[src/rtl/debug_unit_pkg.sv]
// Shared definitions for the UART debug controller: FSM state encoding,
// command bytes and the default halt instruction word.
package debug_unit_pkg;

    typedef enum logic [2:0] {
        ST_LOAD      = 3'd0,
        ST_WRITE     = 3'd1,
        ST_WAIT_CMD  = 3'd2,
        ST_RUN       = 3'd3,
        ST_STEP      = 3'd4,
        ST_SEND      = 3'd5,
        ST_STEP_WAIT = 3'd6,
        ST_DONE      = 3'd7
    } state_t;

    localparam logic [7:0]  CMD_CONT_DEF   = 8'h63;
    localparam logic [7:0]  CMD_STEP_DEF   = 8'h73;
    localparam logic [7:0]  CMD_RELOAD_DEF = 8'h72;
    localparam logic [31:0] HALT_WORD_DEF  = 32'hFFFF_FFFF;

endpackage

[src/rtl/debug_tx_serializer.sv]
// Report serializer: loads a 2*LEN-bit report and sends it MSB byte first
// over the tx_start / tx_done handshake.
//   load      in   capture report, first tx_start follows next cycle
//   report    in   {pc, cycle count}
//   tx_done   in   transmitter finished current byte
//   tx_start  out  one-cycle pulse per byte
//   tx_data   out  current byte, held until the next byte is issued
//   done      out  high in the cycle the last byte's tx_done arrives
module debug_tx_serializer #(
    parameter int LEN = 32
) (
    input  logic             clk,
    input  logic             reset,
    input  logic             load,
    input  logic [2*LEN-1:0] report,
    input  logic             tx_done,
    output logic             tx_start,
    output logic [7:0]       tx_data,
    output logic             done
);

    localparam int NBY = (2 * LEN) / 8;
    localparam int CW  = (NBY > 1) ? $clog2(NBY) : 1;

    logic [2*LEN-1:0] shreg;
    logic [CW-1:0]    remain;
    logic             busy;

    always_ff @(posedge clk or negedge reset) begin
        if (!reset) begin
            shreg    <= '0;
            remain   <= '0;
            busy     <= 1'b0;
            tx_start <= 1'b0;
            tx_data  <= '0;
        end else begin
            tx_start <= 1'b0;
            if (load) begin
                shreg    <= report << 8;
                tx_data  <= report[2*LEN-1 -: 8];
                tx_start <= 1'b1;
                busy     <= 1'b1;
                remain   <= CW'(NBY - 1);
            end else if (busy && tx_done) begin
                if (remain == '0) begin
                    busy <= 1'b0;
                end else begin
                    tx_data  <= shreg[2*LEN-1 -: 8];
                    shreg    <= shreg << 8;
                    remain   <= remain - 1'b1;
                    tx_start <= 1'b1;
                end
            end
        end
    end

    // Combinational so the FSM leaves SEND on the same edge that retires
    // the final byte.
    assign done = busy && tx_done && (remain == '0);

endmodule

[src/rtl/debug_unit.sv]
// UART-side debug controller in front of the MIPS pipeline. Assembles
// program words from received bytes, writes them to instruction memory
// with the pipeline held in reset, then runs the pipeline continuously or
// one cycle per command and reports {pc, cycle count} over the UART.
//   clk, reset (async, active-low)
//   rx_done/rx_data     received byte
//   tx_done/tx_start/tx_data  transmit handshake
//   halt_in, pc_in      pipeline status
//   imem_we/imem_addr/imem_data  instruction-memory write port
//   cpu_enable, cpu_reset        pipeline control
//   state_o             current state for LEDs
//
// state      | meaning
// LOAD       | collecting program bytes, pipeline in reset
// WRITE      | one-cycle instruction-memory write
// WAIT_CMD   | program loaded, waiting for run/step command
// RUN        | pipeline enabled until halt
// STEP       | single enabled cycle
// SEND       | streaming pc/cycle report
// STEP_WAIT  | between steps, waiting for next command
// DONE       | halted, waiting for reload
module debug_unit
    import debug_unit_pkg::*;
#(
    parameter int              LEN        = 32,
    parameter int              ADDR_W     = 10,
    parameter logic [LEN-1:0]  HALT_WORD  = LEN'(HALT_WORD_DEF),
    parameter logic [7:0]      CMD_CONT   = CMD_CONT_DEF,
    parameter logic [7:0]      CMD_STEP   = CMD_STEP_DEF,
    parameter logic [7:0]      CMD_RELOAD = CMD_RELOAD_DEF
) (
    input  logic              clk,
    input  logic              reset,
    input  logic              rx_done,
    input  logic [7:0]        rx_data,
    input  logic              tx_done,
    output logic              tx_start,
    output logic [7:0]        tx_data,
    input  logic              halt_in,
    input  logic [LEN-1:0]    pc_in,
    output logic              imem_we,
    output logic [ADDR_W-1:0] imem_addr,
    output logic [LEN-1:0]    imem_data,
    output logic              cpu_enable,
    output logic              cpu_reset,
    output logic [2:0]        state_o
);

    localparam int NB  = LEN / 8;
    localparam int BCW = (NB > 1) ? $clog2(NB) : 1;

    state_t          state, state_nx;
    logic [LEN-1:0]  word;
    logic [LEN-1:0]  cycle_cnt;
    logic [BCW-1:0]  byte_cnt;
    logic            step_mode;
    logic            halt_seen;
    logic            snap_pend;
    logic            ser_done;

    always_ff @(posedge clk or negedge reset) begin
        if (!reset) state <= ST_LOAD;
        else        state <= state_nx;
    end

    always_comb begin
        state_nx   = state;
        imem_we    = 1'b0;
        cpu_enable = 1'b0;
        cpu_reset  = 1'b0;
        case (state)
            ST_LOAD: begin
                cpu_reset = 1'b1;
                if (rx_done && byte_cnt == BCW'(NB - 1)) state_nx = ST_WRITE;
            end
            ST_WRITE: begin
                cpu_reset = 1'b1;
                imem_we   = 1'b1;
                state_nx  = (word == HALT_WORD) ? ST_WAIT_CMD : ST_LOAD;
            end
            ST_WAIT_CMD: begin
                if (rx_done && rx_data == CMD_CONT)      state_nx = ST_RUN;
                else if (rx_done && rx_data == CMD_STEP) state_nx = ST_STEP;
            end
            ST_RUN: begin
                cpu_enable = 1'b1;
                if (halt_in) state_nx = ST_SEND;
            end
            ST_STEP: begin
                cpu_enable = 1'b1;
                state_nx   = ST_SEND;
            end
            ST_SEND: begin
                if (ser_done) begin
                    if (halt_seen)      state_nx = ST_DONE;
                    else if (step_mode) state_nx = ST_STEP_WAIT;
                    else                state_nx = ST_DONE;
                end
            end
            ST_STEP_WAIT: begin
                if (rx_done && rx_data == CMD_STEP)      state_nx = ST_STEP;
                else if (rx_done && rx_data == CMD_CONT) state_nx = ST_RUN;
            end
            ST_DONE: begin
                if (rx_done && rx_data == CMD_RELOAD) state_nx = ST_LOAD;
            end
            default: state_nx = ST_LOAD;
        endcase
    end

    always_ff @(posedge clk or negedge reset) begin
        if (!reset) begin
            word      <= '0;
            byte_cnt  <= '0;
            imem_addr <= '0;
            cycle_cnt <= '0;
            step_mode <= 1'b0;
            halt_seen <= 1'b0;
            snap_pend <= 1'b0;
        end else begin
            // Report capture happens in the first SEND cycle, once the
            // pipeline is stopped and cycle_cnt holds its final value.
            snap_pend <= (state_nx == ST_SEND) && (state != ST_SEND);
            case (state)
                ST_LOAD: begin
                    if (rx_done) begin
                        word     <= (word << 8) | LEN'(rx_data);
                        byte_cnt <= byte_cnt + 1'b1;
                    end
                end
                ST_WRITE: begin
                    imem_addr <= imem_addr + 1'b1;
                    byte_cnt  <= '0;
                end
                ST_WAIT_CMD: begin
                    if (rx_done && rx_data == CMD_STEP) step_mode <= 1'b1;
                end
                ST_RUN, ST_STEP: begin
                    cycle_cnt <= cycle_cnt + 1'b1;
                    halt_seen <= halt_in;
                end
                ST_STEP_WAIT: begin
                    if (rx_done && rx_data == CMD_CONT) step_mode <= 1'b0;
                end
                ST_DONE: begin
                    if (rx_done && rx_data == CMD_RELOAD) begin
                        word      <= '0;
                        byte_cnt  <= '0;
                        imem_addr <= '0;
                        cycle_cnt <= '0;
                        step_mode <= 1'b0;
                        halt_seen <= 1'b0;
                    end
                end
                default: ;
            endcase
        end
    end

    debug_tx_serializer #(.LEN(LEN)) u_ser (
        .clk      (clk),
        .reset    (reset),
        .load     (snap_pend),
        .report   ({pc_in, cycle_cnt}),
        .tx_done  (tx_done),
        .tx_start (tx_start),
        .tx_data  (tx_data),
        .done     (ser_done)
    );

    assign imem_data = word;
    assign state_o   = state;

endmodule
[config.mk]
export PLATFORM = sky130hd
export DESIGN_NAME = debug_unit
export DESIGN_NICKNAME = d
export VERILOG_FILES = /design/src/rtl/debug_unit_pkg.sv /design/src/rtl/debug_tx_serializer.sv /design/src/rtl/debug_unit.sv
export SDC_FILE = /design/constraint.sdc
export NUM_CORES = 1
export LEC_CHECK = 0
export CORE_MARGIN = 2
export CORE_UTILIZATION = 27
export CTS_CLUSTER_DIAMETER = 40
export DETAILED_ROUTE_END_ITERATION = 6
export RECOVER_POWER = 50
export SYNTH_ARGS = -nofsm -noshare
export SYNTH_HDL_FRONTEND = slang
export SYNTH_SLANG_ARGS = --single-unit
[constraint.sdc]
create_clock -name clk -period 2.2 [get_ports clk]
set_input_delay 0.66 -clock clk [delete_from_list [all_inputs] [get_ports clk]]
set_output_delay 0.66 -clock clk [all_outputs]
set_load 0.01 [all_outputs]
==> qor.yml <==
drt:
  drcViolationCount: 0
  via_count: 5729
  wl_per_cell_um: 14.67
  firstDrtPassIters: 4
  first_iter_violations: 416
  antenna_left: 0
  routed_wl_um: 17840
  viasPerCell: 4.711
cells_and_area:
  antennaDiodeCount: 0
  final_layout_size_suffix_gt1_share_pct: 11.01
  utilization_pct: 36.06
  fin_nets: 918
  final_cell_area_um2: 9318
  num-fill-cells: 2638
  seq_area_um2: 3782
  multi_input_area_um2: 3082
  area_growth_pct: 32.27
yosys:
  synth_area_per_cell_um2: 9.455
  synth_top_family_by_area: "simple AND/OR/NAND/NOR gates"
  synthAdderAreaFrac_pct: 0.8881
  synth_cell_types: 44
  synth_compound_area_share_pct: 11.58
  synthSimpleGateAreaFrac_pct: 19.24
  synth_edf_count: 0
  ys.flop_type: "dfrtp_1"
  async_reset_ff_share_pct: 100.0
  synthMuxAreaShare_pct: 8.686
  synthesis.nets: 795
  synthDominantCellAreaShare_pct: 53.64
  syn_area_um2: 7044
  ys_ff_latch: 151
  synthXorXnorAreaFrac_pct: 2.984
  seq_area_frac_synth_pct: 53.64
  synth_top_cell_by_area: "dfrtp_1"
  netlist_top_cells_area: "dfrtp_1 54%, nand2_1 9.2%, o21ai_0 8.7%, mux2i_1 8.5%, nand3_1 2.3%"
  yosysWarnings: 0
  syn_inst: 745
die:
  start_util_pct: 27.26
  die_x_um: 165.5
  pin_count: 102
  dieArea_um2: 27400
  die_height_um: 165.5
  core_um2: 25840
  fp-row-count: 59
grt:
  track_usage_pct: 13.46
  grt_start_max_net_pins: 63
  grt_pass1_vias: 5611
  antenna_found_initial: 0
  grt_pass1_wl_um: 29280
  grt.overflow.total: 0
run_status:
  status: "complete, no violations"
critical_path:
  rrSetupSlack_ns: 0.15
  start_kind: "register"
  crit_required_ns: 1.54
  crit_chain: "or3b_4 > and2_4 > inv_2 > buf_6"
  reg2reg_to: "cycle_cnt[28]$_DFFE_PN0P_"
  crit_type: "register to output pin"
  slowest_delay_ns: 0.40
  r2r_cells: 7
  end_kind: "output pin"
  crit_fanout: 2
  critPathSlowestCell: "or3b_4"
  r2r_start: "state_o[1]$_DFF_PN0_"
  arrival_ns: 1.50
timing:
  tightest_slew_ns: 0.9697
  final_hold_viol_count: 0
  fin_crit_sh_pct: 98.33
  timing.slew.headroom_pct: 35.35
  grt_setup_unrepaired: "true"
  maxSlewViolCount: 0
  finalCriticalPeriod_ns: 2.163
  setup_viol: 0
  fin_worst_skew_ns: 0.008262
  timing.fmax_ghz: 0.4623
cts:
  clock-root-buffer: "clkbuf_16"
  worstSkewPairLatency_ns: 0.42
  clkTransAtPathRegs_ns: 0.07
  cts_setup_buffers: 0
  cts_tree: "built"
  htree_levels: 4
  clockBufferDepth: 2
  cts_buffers: 17
  numClockSinks: 151
pwr:
  cellPowerDensity_nw_per_um2: 1256
  max-vdd-ir-drop_mv: 0.5985
  leakage_nw: 3.889
place:
  port_buffers: 101
  gp_congestion: 0.7972
  dpl.hpwl_um: 12200
  placed_area_um2: 8811
min_path:
  min_path_type: "input port to async pin"
job:
  cap_violations: 0
## flip-flops by register name, summed over array words and instances (netlist names), 2 cells and up
signal,cells
state_o,3
imem_data,32
imem_addr,10
byte_cnt,2
u_ser.shreg,56
u_ser.remain,3
cycle_cnt,32
u_ser.tx_data,8
## logic make-up after synthesis
logic type | Yosys count
simple gates | 304
compound gates | 146
flops | 151
fa+ha+maj | 5
mux | 61
buf+inv | 54
xor+xnor | 24
## final cells by class
class / count / area share (%)
clock buffer: 17 / 4.566
clock inverter: 15 / 1.504
inverter: 10 / 0.4028
multi-input combinational: 540 / 33.07
sequential: 151 / 40.59
tap: 335 / 4.498
timing repair buffer: 148 / 15.36
## power breakdown
group	switching (mW)	internal (mW)
registers	1.06	3.88
logic	1.99	2.00
clock network	1.29	1.49
total	4.34	7.37
## per-layer routing
layer	vias to the layer above	part of all wire, %	track usage [%]
li1	2817	-	-
met5	-	0	0
met4	0	0.95	3.683
met2	140	41	19.07
met1	2760	51	19.75
met3	12	6.9	4.071
## metrics by stage
| step | power [mW] | setup slack (ns) | instances | hold WS [ns] | TNS (ns) |
|---|---|---|---|---|---|
| 2_1_floorplan | 6.956 | 0.01435 | 745 | 0.3644 | 0 |
| 3_3_place_gp | 8.917 | -0.2351 | 1184 | 0.4717 | -7.115 |
| 3_5_place_dp | 9.015 | -0.3128 | 1184 | 0.4796 | -12.38 |
| 4_1_cts | 11.87 | 0.001971 | 1216 | 0.1394 | 0 |
| 5_1_grt | 12.58 | -0.03002 | 1216 | 0.4461 | -0.1037 |
| 6_report | 11.71 | 0.03679 | 1216 | 0.3834 | 0 |
## how the worst max path moves through the flow
stage                              start                   endpoint  slack (ns)
floorplan           state_o[0]$_DFF_PN0_                 cpu_enable        0.01
global placement              rx_data[7]  cycle_cnt[16]$_DFFE_PN0P_       -0.24
detailed placement            rx_data[7]  cycle_cnt[16]$_DFFE_PN0P_       -0.31
CTS                 state_o[0]$_DFF_PN0_                 cpu_enable       0.002
global route        state_o[1]$_DFF_PN0_                 cpu_enable       -0.03
finish              state_o[1]$_DFF_PN0_                 cpu_enable        0.04
## cell usage after synthesis (2+ instances only)
library cell  number
mux2i_1           60
nand3b_1           3
and3_1             8
nor3_1             9
xnor2_1            8
or2_2              2
nand3_1           32
a31oi_1            2
nand4_1           18
nor2_1            36
dfrtp_1          151
a21oi_1            8
inv_1             10
xor2_1            16
a2111oi_4          2
buf_2              6
clkbuf_1          34
and4_1             2
and2_1             3
o22ai_1            2
o21ai_0          122
ha_1               5
nand2_1          173
nand2b_1           5
buf_1              4
nor2_2             2
nor2b_1            2
nor4_1             4
## critical path: cells and delay by family (launching register included)
family / cells / cell delay, ns
simple gates: 2 / 0.55
flops: 1 / 0.39
buf+inv: 2 / 0.15
## cells in the final DEF, fill, tap and decap left out, types with 3 or more instances in the layout
cell type and n:
a21oi_1 8, and3_1 8, buf_12 7, buf_4 31, clkbuf_1 3, clkbuf_16 17, clkbuf_2 3, clkdlybuf4s50_1 93
clkinv_4 5, clkinvlp_4 3, dfrtp_1 150, dlygate4sd2_1 3, ha_1 5, inv_1 8, inv_6 4, mux2i_1 60
nand2_1 173, nand2b_1 5, nand3_1 32, nand3b_1 3, nand4_1 18, nor2_1 33, nor2_2 3, nor3_1 9
nor4_1 3, o21ai_0 122, xnor2_1 8, xor2_1 16
## repair_timing
| action | 4_1_cts | 5_1_grt |
|---|---|---|
| hold buffers | 0 | 0 |
| endpoints found under the setup margin | 6 | 4 |
| resized for setup | 19 | 3 |
| pin swaps | 0 | 2 |
Power figures use the tool's default switching activity.
